`src/rtl/neuro_spike_scheduler.sv`:
```
// neuro_spike_scheduler
// Collects spike pulses from four direction channels (0=E, 1=N, 2=W, 3=S),
// keeps a saturating pending count per channel, and issues one batched
// {dir, weight} packet per grant over a valid/ready handshake.
// Optional feature macro: SPIKE_SCHED_RR_EN selects round-robin arbitration;
// when undefined, the lowest nonzero channel index wins.
module neuro_spike_scheduler #(
  parameter int CNT_W    = 8,
  parameter int WEIGHT_W = 16
) (
  input  logic                clk,
  input  logic                rst,
  input  logic [3:0]          spike_in,
  input  logic                enable,
  input  logic [WEIGHT_W-1:0] step_weight,
  input  logic                ovf_clear,
  output logic                pkt_valid,
  input  logic                pkt_ready,
  output logic [1:0]          pkt_dir,
  output logic [WEIGHT_W-1:0] pkt_weight,
  output logic                busy,
  output logic [3:0]          ovf
);

  localparam int PROD_W = CNT_W + WEIGHT_W;

  typedef enum logic {IDLE, ISSUE} state_t;

  state_t              state;
  state_t              state_next;
  logic [3:0]          sync1;
  logic [3:0]          sync2;
  logic [3:0]          dly;
  logic [3:0]          spike_edge;
  logic [CNT_W-1:0]    count [4];
  logic [3:0]          nonzero;
  logic [3:0]          ovf_set;
  logic [1:0]          winner;
  logic                grant;
  logic                handshake;
  logic [PROD_W-1:0]   product;
  logic [WEIGHT_W-1:0] weight_sat;

  // Two-flop synchronizer plus a delay flop for rising-edge detection
  always_ff @(posedge clk or posedge rst) begin
    if (rst) begin
      sync1 <= '0;
      sync2 <= '0;
      dly   <= '0;
    end else begin
      sync1 <= spike_in;
      sync2 <= sync1;
      dly   <= sync2;
    end
  end

  assign spike_edge = sync2 & ~dly;

  // Per-channel pending flags and overflow set conditions
  always_comb begin
    nonzero = '0;
    ovf_set = '0;
    for (int c = 0; c < 4; c++) begin
      nonzero[c] = (count[c] != '0);
      // A granted channel is reloaded, so an edge there never overflows
      ovf_set[c] = spike_edge[c] && (count[c] == '1) &&
                   !(grant && (winner == 2'(c)));
    end
  end

`ifdef SPIKE_SCHED_RR_EN
  logic [1:0] last;

  // Round-robin search starting one past the last served channel
  always_comb begin
    logic [1:0] idx;
    logic       found;
    idx    = '0;
    found  = 1'b0;
    winner = last + 2'd1;
    for (int i = 1; i <= 4; i++) begin
      idx = last + 2'(i);
      if (!found && nonzero[idx]) begin
        winner = idx;
        found  = 1'b1;
      end
    end
  end

  // Pointer advances only once the packet has actually been accepted
  always_ff @(posedge clk or posedge rst) begin
    if (rst) begin
      last <= 2'd3;
    end else if (handshake) begin
      last <= pkt_dir;
    end
  end
`else
  // Fixed priority: lowest nonzero channel index wins
  always_comb begin
    winner = 2'd0;
    for (int i = 3; i >= 0; i--) begin
      if (nonzero[i]) begin
        winner = 2'(i);
      end
    end
  end
`endif

  assign grant     = (state == IDLE) && enable && (|nonzero);
  assign handshake = (state == ISSUE) && pkt_ready;

  // Full-width product, saturated to all-ones if any high bit is set
  always_comb begin
    product    = {{WEIGHT_W{1'b0}}, count[winner]} * {{CNT_W{1'b0}}, step_weight};
    weight_sat = (|product[PROD_W-1:WEIGHT_W]) ? '1 : product[WEIGHT_W-1:0];
  end

  // Pending counters: reload on grant, otherwise saturating increment
  always_ff @(posedge clk or posedge rst) begin
    if (rst) begin
      for (int c = 0; c < 4; c++) begin
        count[c] <= '0;
      end
    end else begin
      for (int c = 0; c < 4; c++) begin
        if (grant && (winner == 2'(c))) begin
          count[c] <= spike_edge[c] ? CNT_W'(1) : '0;
        end else if (spike_edge[c] && (count[c] != '1)) begin
          count[c] <= count[c] + CNT_W'(1);
        end
      end
    end
  end

  // Sticky overflow flags; a set in the same cycle as a clear wins
  always_ff @(posedge clk or posedge rst) begin
    if (rst) begin
      ovf <= '0;
    end else begin
      ovf <= (ovf & ~{4{ovf_clear}}) | ovf_set;
    end
  end

  // FSM state register
  always_ff @(posedge clk or posedge rst) begin
    if (rst) begin
      state <= IDLE;
    end else begin
      state <= state_next;
    end
  end

  // FSM next-state logic
  always_comb begin
    state_next = state;
    case (state)
      IDLE:    if (grant) state_next = ISSUE;
      ISSUE:   if (pkt_ready) state_next = IDLE;
      default: state_next = IDLE;
    endcase
  end

  // Packet payload is captured at grant and held through the handshake
  always_ff @(posedge clk or posedge rst) begin
    if (rst) begin
      pkt_dir    <= '0;
      pkt_weight <= '0;
    end else if (grant) begin
      pkt_dir    <= winner;
      pkt_weight <= weight_sat;
    end
  end

  assign pkt_valid = (state == ISSUE);
  assign busy      = (state == ISSUE);

endmodule

```
`config.mk`:
```
export PLATFORM = sky130hd
export DESIGN_NAME = neuro_spike_scheduler
export DESIGN_NICKNAME = d
export VERILOG_FILES = /design/src/rtl/neuro_spike_scheduler.sv
export SDC_FILE = /design/constraint.sdc
export NUM_CORES = 1
export LEC_CHECK = 0
export ABC_CLOCK_PERIOD_IN_PS = 7000
export CAP_MARGIN = 20
export CORE_MARGIN = 4
export CORE_UTILIZATION = 35
export DETAILED_ROUTE_END_ITERATION = 8
export PLACE_DENSITY = 0.61
export SYNTH_ARGS = -nofsm -noshare
export SYNTH_HDL_FRONTEND = slang
export SYNTH_SLANG_ARGS = --single-unit
```
`constraint.sdc`:
```
create_clock -name clk -period 7 [get_ports clk]
set_clock_uncertainty 0.05 [all_clocks]
set_input_delay 2.1 -clock clk [delete_from_list [all_inputs] [get_ports clk]]
set_output_delay 2.1 -clock clk [all_outputs]
set_load 0.05 [all_outputs]
```
==> results.yml <==
floorplan:
  dieArea_um2: 23330
  rows: 52
  fp.dieW_um: 152.7
  core_area_um2: 20430
  io_pins: 49
  initial_core_util_pct: 35.89
  die_h_um: 152.7
yosys:
  ys_seq_elements: 67
  synth-edff-count: 0
  synth-simple-area-share_pct: 21.84
  yosysWarnings: 0
  synth_cell_type_count: 58
  synth_top_family_by_area: "adder cells"
  synth-xor-area-share_pct: 3.823
  synth_cells: 795
  synthArstFlopShare_pct: 100.0
  synth_compound_area_share_pct: 11.66
  synth_top_area_cell: "fa_1"
  avgSynthCellArea_um2: 9.223
  ys_seq_area_share_pct: 22.87
  synth_fa_ha_area_share_pct: 31.81
  synthMuxAreaShare_pct: 0.9556
  synthTopCellsByArea: "fa_1 (23%), dfrtp_1 (23%), ha_1 (8.9%), and2_1 (8.6%), inv_1 (5.8%)"
  syn_nets: 956
  synth_ff_type: "dfrtp_1"
  synth_top_area_share_pct: 22.94
  netlist_area_um2: 7332
sta:
  fin_crit_ps: 6934
  setup_viol: 0
  max_freq_mhz: 144.2
  period_share_pct: 99.06
  tightest_slew_ps: 984.7
  relSlewSlack_pct: 34.14
  holdWs_ps: 297.3
  rsz0062_at_grt: "true"
  slew_viol_final: 0
  finalHoldViolCount: 0
clocking:
  cts_buffers: 9
  tritoncts: "yes"
  clock_sinks: 67
  cts_buffer_depth: 2
  clkTransAtPathRegs_ps: 50
  clock_latency_ps: 320
  cts_max_level: 3
  root_buffer: "clkbuf_16"
hold_path:
  worstHoldPathType: "flip-flop to flip-flop"
  whs_endpoint: "sync2[1]$_DFF_PP0_"
  hp-start: "sync1[1]$_DFF_PP0_"
  min_path_cells: 0
drt:
  routed_via_density: 4.934
  drc: 0
  first_iter_violations: 287
  wl_per_cell_um: 15.27
  ant_nets: 0
  dr.pass1.iters: 4
  wl_met3_um: 760
  vias: 6029
  routed.top_layer: "met4"
  wl_met1_um: 8396
  dr_wl_met2_um: 9373
  wl_um: 18660
critical_path:
  max_stage_delay_ps: 560
  cp_max_fo: 8
  cpLargestDelayFamily: "adder cells"
  r2r_slack_ps: 70
  crit_type: "flip-flop to flip-flop"
  cp-start-kind: "flip-flop"
  required_ps: 7160
  cp_slowest_cell: "fa_1"
  worstPathArrival_ps: 7090
  cp_num_buf_inv: 7
  r2r_cells: 26
  r2r_end: "pkt_weight[12]$_DFFE_PP0P_"
  critPathMostFrequentCell: "fa_1"
  cp-end-kind: "flip-flop"
  r2r-start: "count[0]$_DFFE_PP0P_"
cells_and_area:
  diodes: 0
  layout_common_cells: "inv_1 (108), buf_4 (99), and2_1 (97), fa_1 (81), dfrtp_1 (67)"
  nFillCells: 1938
  layout_commonest_cell: "inv_1"
  drive_above_1_share_pct: 22.06
  nets: 1109
  syn_to_final_growth_pct: 33.19
global_route:
  grt_pass1_wl_um: 30390
  overflow: 0
  grt_antenna_before_repair: 0
  gr-usage-all-layers_pct: 15.47
  grt_max_degree: 68
  grt_pass1_vias: 6205
run_status:
  status: "complete, no violations"
placed_design:
  io_buffers: 48
  gp_congestion: 0.8793
  place_hpwl_um: 13830
run:
  cap_violations: 0
-- per-layer routing --
metal / track usage [%] / vias to the layer above
met1: 21.44 / 2999
met5: 0 / -
met4: 2.079 / 0
li1: - / 2920
met2: 26.68 / 96
met3: 2.016 / 14
-- synth_stat cells (4+ instances only) --
master / number
nor2b_1: 6
xnor2_1: 10
or3_1: 7
inv_1: 114
and2_1: 101
buf_2: 11
a21oi_1: 29
xor2_1: 22
nand3_1: 7
o22a_1: 16
nand4_1: 17
o22ai_1: 13
nand2b_1: 5
a211oi_1: 8
a31oi_1: 4
o21ai_0: 25
nor2_2: 6
clkbuf_1: 6
a21o_1: 5
fa_1: 84
nor2_1: 41
ha_1: 52
dfrtp_1: 67
nand2_1: 69
mux2i_1: 7
nor3_1: 14
and3_1: 4
-- layout make-up --
| cell class | count | area (um^2) | share of cell area [%] |
|---|---|---|---|
| sequential | 67 | 1677 | 17.17 |
| clock buffer | 13 | 260.3 | 2.665 |
| inverter | 115 | 431.7 | 4.420 |
| multi-input combinational | 597 | 5599 | 57.34 |
| timing repair buffer | 158 | 1425 | 14.59 |
| clock inverter | 2 | 35.03 | 0.3587 |
| tap | 270 | 337.8 | 3.459 |
-- flip-flops by register name, indices dropped and copies added, names as in the netlist --
| register | cells |
|---|---|
| sync1 | 4 |
| pkt_dir | 2 |
| ovf | 4 |
| pkt_weight | 16 |
| dly | 4 |
| busy | 1 |
| count | 32 |
| sync2 | 4 |
-- kinds of logic (layout without fill, tap and decap cells) --
family	Yosys count	after routing
DFF	67	67
xor gates and xnor gates	32	32
adders and majority gates	136	136
AOI/OAI and AO/OA	127	127
muxes	7	7
and+or+nand+nor	293	295
buffers and inverters	133	288
-- what timing repair did --
item / in CTS / in global routing
setup endpoints to repair: 16 / 16
buffers inserted: 0 / 21
resized for setup: 7 / 98
cloned: 0 / 4
hold buffers: 0 / 0
pin swaps: 1 / 41
endpoints found under the hold margin: 0 / 0
-- worst max-delay path by stage --
stage / startpoint / to / slack (ps) / cells after the start
6_report: count[0]$_DFFE_PP0P_ / pkt_weight[12]$_DFFE_PP0P_ / 70 / 26
5_1_grt: count[0]$_DFFE_PP0P_ / pkt_weight[9]$_DFFE_PP0P_ / -170 / 26
3_3_place_gp: step_weight[4] / pkt_weight[2]$_DFFE_PP0P_ / -350 / 18
3_5_place_dp: step_weight[4] / pkt_weight[12]$_DFFE_PP0P_ / -370 / 18
4_1_cts: step_weight[1] / pkt_weight[12]$_DFFE_PP0P_ / 10 / 19
2_1_floorplan: count[8]$_DFFE_PP0P_ / pkt_weight[9]$_DFFE_PP0P_ / 270 / 26
-- per-stage QoR --
stage,instance area (um^2),instances,TNS [ps],setup slack (ps),util [%]
detailed placement,8762,1182,-5782,-372.8,42.89
CTS,9085,1197,0,14.43,44.47
global route,9766,1222,-2452,-169.0,47.80
global placement,8762,1182,-5494,-345.6,42.89
finish,9766,1222,0,65.60,47.80
floorplan,7332,795,0,273.4,-
-- worst reg2reg max path, delay by kind of cell, from the launching register on --
| kind | cells | cell delay [ps] |
|---|---|---|
| buf+inv | 7 | 820 |
| flops | 1 | 390 |
| fa+ha+maj | 6 | 2580 |
| mux | 1 | 170 |
| compound gates | 5 | 1080 |
| simple gates | 7 | 1700 |
Power is left out: the tool's default activity adds up to more than one toggle a clock period on the data nets, which glitch-free logic cannot reach.
